[src/rtl/mips_pkg.sv]
// Shared CPU state encoding, opcode/function constants and load/store classification helpers.
// Imported by the state sequencer and the instruction decoder.
package mips_pkg;

    typedef enum logic [2:0] {
        FETCH     = 3'd0,
        LOAD      = 3'd1,
        MEM       = 3'd2,
        LOAD_DATA = 3'd3,
        EXEC      = 3'd4,
        HALT      = 3'd5
    } cpu_state_t;

    localparam logic [5:0] OP_RTYPE = 6'd0;
    localparam logic [5:0] OP_LB    = 6'd32;
    localparam logic [5:0] OP_LH    = 6'd33;
    localparam logic [5:0] OP_LWL   = 6'd34;
    localparam logic [5:0] OP_LW    = 6'd35;
    localparam logic [5:0] OP_LBU   = 6'd36;
    localparam logic [5:0] OP_LHU   = 6'd37;
    localparam logic [5:0] OP_LWR   = 6'd38;
    localparam logic [5:0] OP_SB    = 6'd40;
    localparam logic [5:0] OP_SH    = 6'd41;
    localparam logic [5:0] OP_SW    = 6'd43;

    localparam logic [5:0] FN_DIV   = 6'd26;
    localparam logic [5:0] FN_DIVU  = 6'd27;

    function automatic logic is_load(input logic [5:0] op);
        return (op >= OP_LB) && (op <= OP_LWR);
    endfunction

    function automatic logic is_store(input logic [5:0] op);
        return (op == OP_SB) || (op == OP_SH) || (op == OP_SW);
    endfunction

endpackage

[src/rtl/mips_state_sequencer.sv]
// Multi-cycle CPU sequencer: FETCH/LOAD/MEM/LOAD_DATA/EXEC/HALT with IR/PC strobes,
// halt detection and a retired-instruction counter. Optional divide stall: MIPS_SEQ_DIV_STALL_EN.
module mips_state_sequencer
    import mips_pkg::*;
#(
    parameter logic [31:0] HALT_ADDR = 32'h0,
    parameter int          CNT_WIDTH = 32
) (
    input  logic                 clk,
    input  logic                 reset,
    input  logic                 waitrequest,
    input  logic [5:0]           opcode,
    input  logic [5:0]           function_code,
    input  logic [31:0]          pc_next,
    input  logic                 div_done,
    output logic [2:0]           state,
    output logic                 ir_wren,
    output logic                 pc_wren,
    output logic                 mem_addr_sel,
    output logic                 active,
    output logic                 div_start,
    output logic [CNT_WIDTH-1:0] instr_count
);

    cpu_state_t           r_state;
    cpu_state_t           w_state_next;
    logic                 r_active;
    logic [CNT_WIDTH-1:0] r_instr_count;
    logic                 w_exec_done;
    logic                 w_div_start;

`ifdef MIPS_SEQ_DIV_STALL_EN
    logic r_div_busy;
    logic w_is_div;

    assign w_is_div    = (opcode == OP_RTYPE) &&
                         ((function_code == FN_DIV) || (function_code == FN_DIVU));
    // Launch only on the first EXEC cycle; a same-cycle div_done still completes the EXEC.
    assign w_div_start = (r_state == EXEC) && w_is_div && !r_div_busy;
    assign w_exec_done = !w_is_div || div_done;

    always_ff @(posedge clk) begin
        if (reset) begin
            r_div_busy <= 1'b0;
        end else if (r_state == EXEC) begin
            r_div_busy <= w_is_div && !w_exec_done;
        end else begin
            r_div_busy <= 1'b0;
        end
    end
`else
    logic w_unused_div;

    assign w_unused_div = &{1'b0, div_done, function_code};
    assign w_div_start  = 1'b0;
    assign w_exec_done  = 1'b1;
`endif

    always_comb begin
        w_state_next = r_state;
        case (r_state)
            FETCH:     w_state_next = waitrequest ? FETCH : LOAD;
            LOAD:      w_state_next = (is_load(opcode) || is_store(opcode)) ? MEM : EXEC;
            MEM: begin
                if (!waitrequest) begin
                    w_state_next = is_load(opcode) ? LOAD_DATA : EXEC;
                end
            end
            LOAD_DATA: w_state_next = EXEC;
            EXEC: begin
                if (w_exec_done) begin
                    w_state_next = (pc_next == HALT_ADDR) ? HALT : FETCH;
                end
            end
            default:   w_state_next = HALT;
        endcase
    end

    always_ff @(posedge clk) begin
        if (reset) begin
            r_state       <= FETCH;
            r_active      <= 1'b1;
            r_instr_count <= '0;
        end else begin
            r_state  <= w_state_next;
            r_active <= (w_state_next != HALT);
            if ((r_state == EXEC) && w_exec_done) begin
                r_instr_count <= r_instr_count + 1'b1;
            end
        end
    end

    // Reset masks the strobes so nothing is written while the CPU is being reset.
    always_comb begin
        ir_wren      = 1'b0;
        pc_wren      = 1'b0;
        mem_addr_sel = 1'b0;
        div_start    = 1'b0;
        if (!reset) begin
            ir_wren      = (r_state == FETCH) && !waitrequest;
            mem_addr_sel = (r_state == MEM);
            pc_wren      = (r_state == EXEC) && w_exec_done;
            div_start    = w_div_start;
        end
    end

    assign state       = r_state;
    assign active      = r_active;
    assign instr_count = r_instr_count;

endmodule
[config.mk]
export PLATFORM = sky130hd
export DESIGN_NAME = mips_state_sequencer
export DESIGN_NICKNAME = d
export VERILOG_FILES = /design/src/rtl/mips_pkg.sv /design/src/rtl/mips_state_sequencer.sv
export SDC_FILE = /design/constraint.sdc
export NUM_CORES = 1
export LEC_CHECK = 0
export CAP_MARGIN = 0
export CORE_UTILIZATION = 30
export CTS_CLUSTER_SIZE = 16
export DETAILED_ROUTE_END_ITERATION = 12
export DONT_BUFFER_PORTS = 1
export HOLD_SLACK_MARGIN = 0.02
export PLACE_DENSITY = 0.53
export SETUP_SLACK_MARGIN = 0.02
export SKIP_CTS_REPAIR_TIMING = 1
export SLEW_MARGIN = 20
export SYNTH_ARGS = -nofsm -noshare
export SYNTH_HDL_FRONTEND = slang
export SYNTH_SLANG_ARGS = --single-unit
[constraint.sdc]
create_clock -name clk -period 1.92 [get_ports clk]
set_input_delay 0.192 -clock clk [delete_from_list [all_inputs] [get_ports clk]]
set_output_delay 0.192 -clock clk [all_outputs]
set_load 0.05 [all_outputs]
Yosys cells after proc, flatten, opt, wreduce, memory -nomap -nowiden
Cells that the tools add are included.

Register bits after elaboration: 36. Output and inout port bits: 40. Word-level logic and storage cells: 31.

$add $sub $neg: 1. $lt $le $gt $ge: 2. Eq/ne operators: 8. Mux-type cells: 9. Reduce and logical (&&, ||, !) cells: 8.

Operator list (number): $add A32 B1 Y32 const B (1); $logic_not A32 Y1 (1); $eq A6 B6 Y1 const B (3); $pmux W3 S5 (1); $mux W3 (4); $eq A3 B2 Y1 const B (2); $ge A6 B6 Y1 const B (1); $le A6 B6 Y1 const B (1); $mux W1 (4); $eq A3 B1 Y1 const B (1); $eq A3 B3 Y1 const B (1); $logic_not A3 Y1 (1); $logic_or A1 B1 Y1 (3); $ne A3 B3 Y1 const B (1); $logic_and A1 B1 Y1 (2); $logic_not A1 Y1 (1).

Depth between registers and ports, before layout
Gate-level depths: netlist (run 1).

Depth after elaboration: 7. Depth in mapped cells: 6.

Worst setup path after synthesis (run 1)
Ideal clock, no wire load.

Path kind: register -> register. Start point: register r_state[1], in the netlist state[1]. End point: register r_state[2], in the netlist state[2]. Data arrival time: 2.283 ns. Required time: 1.844 ns. Slack: -0.439 ns. Cell stages (with the launch flop): 5. Period minus slack after synthesis: 2.359 ns. Cells stage by stage: dfxtp_1 > nand2b_1 > nor3_1 > a21oi_1 > o21ai_0.

Longest elaborated chain between the ends: 2.

RTL lines: from (decl) (RTL line mips_state_sequencer.sv:25) `cpu_state_t r_state;`; from (signal assigned) (RTL line mips_state_sequencer.sv:85) `r_state <= w_state_next;`; $eq A3 B3 Y1 (tied with other cells) (RTL line mips_state_sequencer.sv:61) `case (r_state)`; $pmux W3 S5 * (RTL line mips_state_sequencer.sv:61).

Mark *: on every way between the ends. The rest lies on a longest branch, timed or not. A chain may end at the register's enable or synchronous reset.

Final worst setup path (run 1)
Start point: register r_state[2], in the netlist state[2]. End point: output ir_wren.

Longest elaborated chain between the ends: 3.

RTL lines: $logic_not A3 Y1 (RTL line mips_state_sequencer.sv:100) `ir_wren = (r_state == FETCH) && !waitrequest;`; $logic_and A1 B1 Y1 (RTL line mips_state_sequencer.sv:100); $mux W1 (RTL line mips_state_sequencer.sv:99) `if (!reset) begin`; to (decl) (RTL line mips_state_sequencer.sv:17) `output logic ir_wren,`.

Every way passes these cells.

==> impl_metrics.yaml, run 1 <==
die:
  die_h_um: 79.93
  core_area_mm2: 0.005886
  die_w_um: 79.93
  start_util: 0.3095
  boundaryPins: 88
  std_cell_rows: 28
  dieArea_mm2: 0.006388
synth:
  synth_cell_types: 36
  synth_cells: 209
  ys_async_sr_fraction: 0
  synth_edf_count: 0
  synth-seq-cells: 36
  syn-cell-area_mm2: 0.001822
  postSynthAreaPerCell_um2: 8.716
  ys_warn_count: 0
  synth_flop_cell: "dfxtp_1"
  syn_nets: 258
  yosysSeqAreaShare: 0.3956
worst_setup_path:
  cp-end-kind: "output port"
  start_kind: "flip-flop"
  cp.arrival_ns: 1.64
  worst-setup-path-type: "flip-flop to output port"
  path_max_fanout: 8
  cp-startpoint: "state[2]$_SDFF_PP0_"
  endpoint: "ir_wren"
  r2r-end: "instr_count[26]$_SDFFE_PP0N_"
  r2r_cells: 5
  reg2reg_slack_ns: 0.20
  r2r_start: "instr_count[11]$_SDFFE_PP0N_"
  required_ns: 1.73
finish:
  layout-drive-gt1-share: 0.2988
  fin_nets: 299
  area_growth_syn_to_layout_pct: 30.43
  final_cell_mix: "buf_4 (41), nor2_1 (35), dfxtp_1 (23), xnor2_1 (16), xor2_1 (13)"
  antennaDiodeCount: 0
  final_common_cell: "buf_4"
  finalNonFillerCells: 326
detailed_routing:
  route.detailed.drc: 0
  first_pass_iters: 4
  drt-vias-per-instance: 4.979
  num_vias: 1623
  ant_nets: 0
  avgRoutedWirePerCell_um: 13.68
  drt-initial-drc-count: 109
  routed_wirelength_mm: 4.460
grt:
  grt_remaining_overflow: 0
  grt_pass1_wl_mm: 7.120
  track_usage: 0.1439
  antenna_found_initial: 0
  grt_max_degree: 39
  grt_pass1_vias: 1497
power:
  p_sw_uw: 338.4
  p_comb_frac: 0.061
  p_per_area_mw_per_mm2: 661.1
  ir_worst_vdd_mv: 0.4426
  internal_power_uw: 1232
  pwr-share-clk: 0.462
  switching_share: 0.2154
  power_leakage_uw: 0.0009097
  power.share.sequential: 0.477
flow_run:
  drv_cap: 0
timing:
  max_freq_mhz: 547.2
  tightest_slew_ns: 0.5422
  maxSlewHeadroom: 0.6380
  holdWs_ns: 0.08027
  slew_violations: 0
  fin_crit_ns: 1.828
  rsz0062_at_grt: "no"
  finClkSkew_ns: 0.002784
  fin_crit_sh: 0.9519
  finalSetupViolCount: 0
  timing_hold_violations_final: 0
placed_design:
  gp_congestion: 0.7395
  dp_cells: 316
  hpwl_mm: 3.239
  io_buffer_count: 0
clocking:
  h-tree-depth: 2
  clk_latency_ns: 0.28
  cts-root-buf: "clkbuf_8"
  cts.clk_slew.worst_paths_ns: 0.07
  cts_tree: "done"
  clkSinkCount: 36
  clock_path_buffers: 2
  cts_buffers: 5
hold_path:
  holdPathStages: 1
  min_path_type: "input port to flip-flop"
  worstHoldStart: "reset"
outcome:
  status: "finished clean"
[routing by layer]
layer,vias up,GRT usage,share of wire
li1,820,-,-
met1,768,0.1858,0.47
met2,32,0.2265,0.46
met3,3,0.05371,0.064
met4,0,0.03214,0.0052
met5,-,0,0
[sequential cells by signal (all words and copies together), names as in the netlist]
register     count
active           1
instr_count     32
state            3
[cells by family after synthesis]
group	after synthesis	synth area share
mux	1	0.005495
simple gates	112	0.3729
flops	36	0.3956
buf+inv	15	0.03709
compound gates	14	0.04052
other cells	1	0.002058
fa+ha+maj	1	0.006867
xor+xnor	29	0.1394
[worst max-delay path, cell delays in order (launching register included)]
cell and delay [ns]:
dfxtp_2 0.32, buf_4 0.20, or4_1 0.53, nor2_1 0.10, buf_4 0.20
[how the worst min path moves through the flow]
stage                                        end  slack, ns
floorplan                    state[0]$_SDFF_PP0_       0.41
global placement     instr_count[8]$_SDFFE_PP0N_       0.26
detailed placement   instr_count[8]$_SDFFE_PP0N_       0.26
CTS                 instr_count[15]$_SDFFE_PP0N_      -0.05
global route                   active$_SDFF_PP1_       0.09
finish                         active$_SDFF_PP1_       0.08
[power groups by stage]
stage	Sequential, uW	Combinational (uW)	Clock [uW]
6_report	750	95.9	725
5_1_grt	751	104	785
4_1_cts	749	78.6	751
3_5_place_dp	767	78.4	0
3_3_place_gp	767	78.0	0
2_1_floorplan	785	51.2	0
[through the flow]
step                        util  area, um^2  total power (uW)   TNS (ns)  setup WS [ns]
after floorplan                -        1863             836.7  -0.001397      -0.001397
after global placement    0.3771        2220             844.8          0         0.2110
after detailed placement  0.3771        2220             845.5          0         0.2157
after CTS                 0.3986        2346              1579          0        0.07681
after global routing      0.4037        2376              1639          0        0.01723
final                     0.4037        2376              1571          0        0.09241
[final cells by class]
class	count	area [um^2]
Clock buffer	7	96.34
Clock inverter	1	30.03
Fill cell	600	3510
Inverter	6	22.52
Multi-Input combinational cell	158	1041
Sequential cell	36	754.5
Tap cell	75	93.84
Timing Repair Buffer	43	337.8
[synthesized netlist by cell type, types with 2 or more instances]
cell type  instances  area (um^2)
dfxtp_1           36        720.7
clkbuf_1           5        18.77
nand3_1           11        55.05
and4_1             4        35.03
xor2_1            13        113.9
and3_1             3        18.77
nor4_2             3        37.54
nor2_1            35        131.4
xnor2_1           16        140.1
o21ai_0            7        35.03
nand4_2            2        25.02
nor4_1            11        68.82
buf_1              2        7.510
nor3_1             9        45.04
a21oi_1            5        25.02
nor4_4             2        42.54
inv_1              6        22.52
nand2_1            8        30.03
nand4_1           12        75.07
nor2b_1            2        12.51
or3_1              2        12.51
(Power assumes the default switching activity.)
==> run 2, diff against run 1 <==
--- a/config.mk
+++ b/config.mk
@@ -5,13 +5,13 @@
 export SDC_FILE = /design/constraint.sdc
 export NUM_CORES = 1
 export LEC_CHECK = 0
+export BUFFER_PORTS_ARGS = -buffer_cell sky130_fd_sc_hd__buf_4
 export CAP_MARGIN = 0
 export CORE_UTILIZATION = 30
 export CTS_CLUSTER_SIZE = 16
 export DETAILED_ROUTE_END_ITERATION = 12
-export DONT_BUFFER_PORTS = 1
 export HOLD_SLACK_MARGIN = 0.02
-export PLACE_DENSITY = 0.53
+export PLACE_DENSITY = 0.65
 export SETUP_SLACK_MARGIN = 0.02
 export SKIP_CTS_REPAIR_TIMING = 1
 export SLEW_MARGIN = 20
==> impl_metrics.yaml, run 2 (synthesis results as in run 1) <==
outcome:
  status: "finished clean"
power:
  switching_share: 0.2344
  p_comb_frac: 0.108
  p_sw_uw: 341.1
  ir_worst_vdd_mv: 0.2940
  internal_power_uw: 1114
  power.share.sequential: 0.515
  p_per_area_mw_per_mm2: 551.2
  power_leakage_uw: 0.001090
  pwr-share-clk: 0.378
worst_setup_path:
  start_kind: "flip-flop"
  r2r-end: "instr_count[25]$_SDFFE_PP0N_"
  r2r_cells: 5
  reg2reg_slack_ns: 0.18
  path_max_fanout: 8
  r2r_start: "instr_count[11]$_SDFFE_PP0N_"
  endpoint: "ir_wren"
  cp_top_family: "simple AND/OR/NAND/NOR gates"
  path_cells: "buf_4, or4_1, nor2_1, buf_4"
  cp-end-kind: "output port"
  crit_cells: 4
  cpMostUsedCell: "buf_4"
  worst-setup-path-type: "flip-flop to output port"
  slowest_delay_ns: 0.52
  cp_slowest_cell: "or4_1"
  required_ns: 1.73
  cp.arrival_ns: 1.60
  cp-startpoint: "state[2]$_SDFF_PP0_"
  cp_num_buf_inv: 2
clocking:
  cts_buffers: 5
  cts_tree: "done"
  clkSinkCount: 36
  clk_latency_ns: 0.29
  cts.clk_slew.worst_paths_ns: 0.07
  clock_path_buffers: 2
  cts-root-buf: "clkbuf_8"
  h-tree-depth: 2
finish:
  multiInputGateArea_mm2: 0.001041
  seqCellArea_um2: 754.5
  final_common_cell: "buf_4"
  area_growth_syn_to_layout_pct: 44.92
  layout-drive-gt1-share: 0.3959
  antennaDiodeCount: 0
  utilization: 0.4486
  largest_register_ff_count: 32
  design_area_mm2: 0.002640
  fin_nets: 341
  n_fill_cell: 605
  final_cell_mix: "buf_4 (85), nor2_1 (35), dfxtp_1 (23), xnor2_1 (16), xor2_1 (13)"
grt:
  grt.met3_usage: 0.04229
  use_met2: 0.2607
  grt_pass1_wl_mm: 7.845
  track_usage: 0.1587
  antenna_found_initial: 0
  grt_remaining_overflow: 0
  grt_util_met1: 0.1989
  busiest_layer: "met2"
  grt_max_degree: 39
  grt_pass1_vias: 1653
detailed_routing:
  ant_nets: 0
  num_vias: 1793
  first_pass_iters: 4
  avgRoutedWirePerCell_um: 12.77
  drt-initial-drc-count: 60
  drt-vias-per-instance: 4.872
  routed_wirelength_mm: 4.701
  route.detailed.drc: 0
placed_design:
  hpwl_mm: 3.540
  io_buffer_count: 79
  gp_congestion: 0.7316
  place_area_mm2: 0.002550
hold_path:
  holdPathStages: 3
  min_path_type: "input port to flip-flop"
die:
  die_w_um: 79.93
  boundaryPins: 88
  core_area_mm2: 0.005886
  die_h_um: 79.93
  std_cell_rows: 28
  dieArea_mm2: 0.006388
  start_util: 0.3095
timing:
  rsz0062_at_grt: "no"
  tightest_slew_ns: 0.5710
  fin_crit_sh: 0.9311
  finClkSkew_ns: 0.003709
  max_freq_mhz: 559.3
  timing_hold_violations_final: 0
  maxSlewHeadroom: 0.6165
  slew_violations: 0
  fin_crit_ns: 1.788
  finalSetupViolCount: 0
flow_run:
  drv_cap: 0
[run 2: area by class of cell]
| type | count | area share |
|---|---|---|
| tap | 75 | 0.03555 |
| clock buffer | 8 | 0.03412 |
| timing repair buffer | 85 | 0.2417 |
| sequential | 36 | 0.2858 |
| multi-input combinational | 158 | 0.3943 |
| inverter | 6 | 0.008531 |
[run 2: worst min-delay path by stage]
| stage | startpoint | end | slack (ns) |
|---|---|---|---|
| floorplan | reset | state[0]$_SDFF_PP0_ | 0.41 |
| global placement | instr_count[14]$_SDFFE_PP0N_ | instr_count[14]$_SDFFE_PP0N_ | 0.51 |
| detailed placement | instr_count[31]$_SDFFE_PP0N_ | instr_count[31]$_SDFFE_PP0N_ | 0.51 |
| CTS | waitrequest | state[0]$_SDFF_PP0_ | 0.22 |
| global route | waitrequest | state[0]$_SDFF_PP0_ | 0.23 |
| finish | waitrequest | state[0]$_SDFF_PP0_ | 0.23 |
[run 2: metrics by stage]
step           setup WS [ns]  hold slack (ns)  total power, uW  setup TNS (ns)  cells
5_1_grt              0.05744           0.2270             1526               0    368
6_report              0.1322           0.2275             1455               0    368
3_5_place_dp          0.1951           0.5114            923.7               0    360
2_1_floorplan      -0.001397           0.4070            836.7       -0.001397    209
3_3_place_gp          0.2064           0.5054            922.7               0    360
4_1_cts               0.1213           0.2242             1476               0    368
[run 2: power groups by stage]
| stage | Sequential, uW | Clock (uW) | Combinational (uW) |
|---|---|---|---|
| 2_1_floorplan | 785 | 0 | 51.2 |
| 3_3_place_gp | 766 | 0 | 157 |
| 3_5_place_dp | 766 | 0 | 158 |
| 4_1_cts | 749 | 569 | 158 |
| 5_1_grt | 750 | 609 | 167 |
| 6_report | 749 | 550 | 157 |
[run 2: tightest hold or removal path, stage by stage]
cell and delay (ns):
buf_4 0.08, or4_1 0.11, o21ai_0 0.08
[run 2: per-layer routing]
layer,vias up,routed length [um]
met5,-,0
met3,7,209
met2,32,2309
met4,0,58
li1,904,-
met1,850,2123
==> run 3, diff against run 2 <==
--- a/config.mk
+++ b/config.mk
@@ -7,11 +7,14 @@
 export LEC_CHECK = 0
 export BUFFER_PORTS_ARGS = -buffer_cell sky130_fd_sc_hd__buf_4
 export CAP_MARGIN = 0
+export CELL_PAD_IN_SITES_DETAIL_PLACEMENT = 0
+export CELL_PAD_IN_SITES_GLOBAL_PLACEMENT = 1
 export CORE_UTILIZATION = 30
 export CTS_CLUSTER_SIZE = 16
 export DETAILED_ROUTE_END_ITERATION = 12
+export GPL_TIMING_DRIVEN = 1
 export HOLD_SLACK_MARGIN = 0.02
-export PLACE_DENSITY = 0.65
+export PLACE_DENSITY = 0.83
 export SETUP_SLACK_MARGIN = 0.02
 export SKIP_CTS_REPAIR_TIMING = 1
 export SLEW_MARGIN = 20
==> impl_metrics.yaml, run 3 (synthesis results as in run 1) <==
outcome:
  status: "finished clean"
worst_setup_path:
  cp_top_family: "simple AND/OR/NAND/NOR gates"
  cp_num_buf_inv: 0
  start_kind: "flip-flop"
  path_max_fanout: 8
  cp.arrival_ns: 1.89
  required_ns: 2.07
  cp-end-kind: "flip-flop"
  cp_slowest_cell: "or4_4"
  worst-setup-path-type: "flip-flop to flip-flop"
  slowest_delay_ns: 0.63
  path_cells: "nand4_4, or4_4, nor3_1, xnor2_1, nor2_1"
timing:
  finClkSkew_ns: 0.007271
  fin_crit_ns: 1.733
  rsz0062_at_grt: "no"
  holdWs_ns: 0.2445
  fin_crit_sh: 0.9027
  tns_ns: 0
  slew_violations: 0
  worst_slack_ns: 0.1867
  max_freq_mhz: 576.9
  timing_hold_violations_final: 0
  finalSetupViolCount: 0
flow_run:
  drv_cap: 0
grt:
  grt_pass1_vias: 1707
  grt_max_degree: 39
  antenna_found_initial: 0
  grt_pass1_wl_mm: 8.066
  grt_remaining_overflow: 0
  track_usage: 0.1614
detailed_routing:
  route.detailed.drc: 0
  ant_nets: 0
  wl_met3_um: 216
  highest_layer: "met4"
  routed_wirelength_mm: 4.799
  first_pass_iters: 4
  drt-initial-drc-count: 96
  avgRoutedWirePerCell_um: 13.04
  drt-vias-per-instance: 4.810
  num_vias: 1770
  met1Wirelength_mm: 2.170
  route.met2.wl_mm: 2.365
power:
  ir_worst_vdd_mv: 0.3871
  power_leakage_uw: 0.001100
  power_uw: 1551
  p_per_area_mw_per_mm2: 583.6
clocking:
  cts_buffers: 5
  cts_tree: "done"
  cts.clk_slew.worst_paths_ns: 0.07
  clk_latency_ns: 0.28
  h-tree-depth: 2
  clkSinkCount: 36
  clock_path_buffers: 2
  cts-root-buf: "clkbuf_8"
die:
  core_area_mm2: 0.005886
  std_cell_rows: 28
  start_util: 0.3095
  boundaryPins: 88
  die_w_um: 79.93
  dieArea_mm2: 0.006388
  die_h_um: 79.93
finish:
  antennaDiodeCount: 0
  largest_register_ff_count: 32
  area_growth_syn_to_layout_pct: 45.88
  fin_nets: 341
  final_cell_mix: "buf_4 (85), nor2_1 (35), dfxtp_1 (23), xnor2_1 (16), xor2_1 (13)"
  final_common_cell: "buf_4"
  layout-drive-gt1-share: 0.3993
placed_design:
  io_buffer_count: 79
  hpwl_mm: 3.558
  pre_cts_ws_ns: 0.1964
  gp_congestion: 0.7642
hold_path:
  min_path_type: "input port to flip-flop"
[run 3: final cells by class]
cell class	count	area, um^2
tap	75	93.84
sequential	36	754.5
inverter	6	22.52
timing repair buffer	85	638.1
clock buffer	6	72.57
multi-input combinational	158	1041
clock inverter	2	35.03
fill	594	3228
[run 3: where the power goes]
part	switching (uW)	total (uW)	internal, uW
clock	262	647	385
sequential	8.97	751	742
combinational	75.1	153	77.8
[run 3: through the flow]
stage	std cells	util	area, um^2
2_1_floorplan	209	-	1863
3_3_place_gp	360	0.4332	2550
3_5_place_dp	360	0.4332	2550
4_1_cts	368	0.4515	2658
5_1_grt	368	0.4515	2658
6_report	368	0.4515	2658
[run 3: final timing paths]
kind,startpoint,to,slack (ns),cells past startpoint
setup / recovery,instr_count[9]$_SDFFE_PP0N_,instr_count[18]$_SDFFE_PP0N_,0.19,5
hold / removal,waitrequest,state[0]$_SDFF_PP0_,0.24,3
setup reg to reg,instr_count[9]$_SDFFE_PP0N_,instr_count[18]$_SDFFE_PP0N_,0.19,5
hold reg to reg,state[2]$_SDFF_PP0_,active$_SDFF_PP1_,0.52,1
[run 3: tightest hold or removal path, delay by kind of cell]
kind                   cells  cell delay [ns]
and+or+nand+nor            1             0.11
AOI/OAI and AO/OA          1             0.08
buffers and inverters      1             0.08
[run 3: per-layer routing]
layer | global-route usage | vias to the layer above
met3 | 0.03886 | 7
met5 | 0 | -
li1 | - | 906
met4 | 0.04464 | 0
met1 | 0.1976 | 824
met2 | 0.2795 | 33
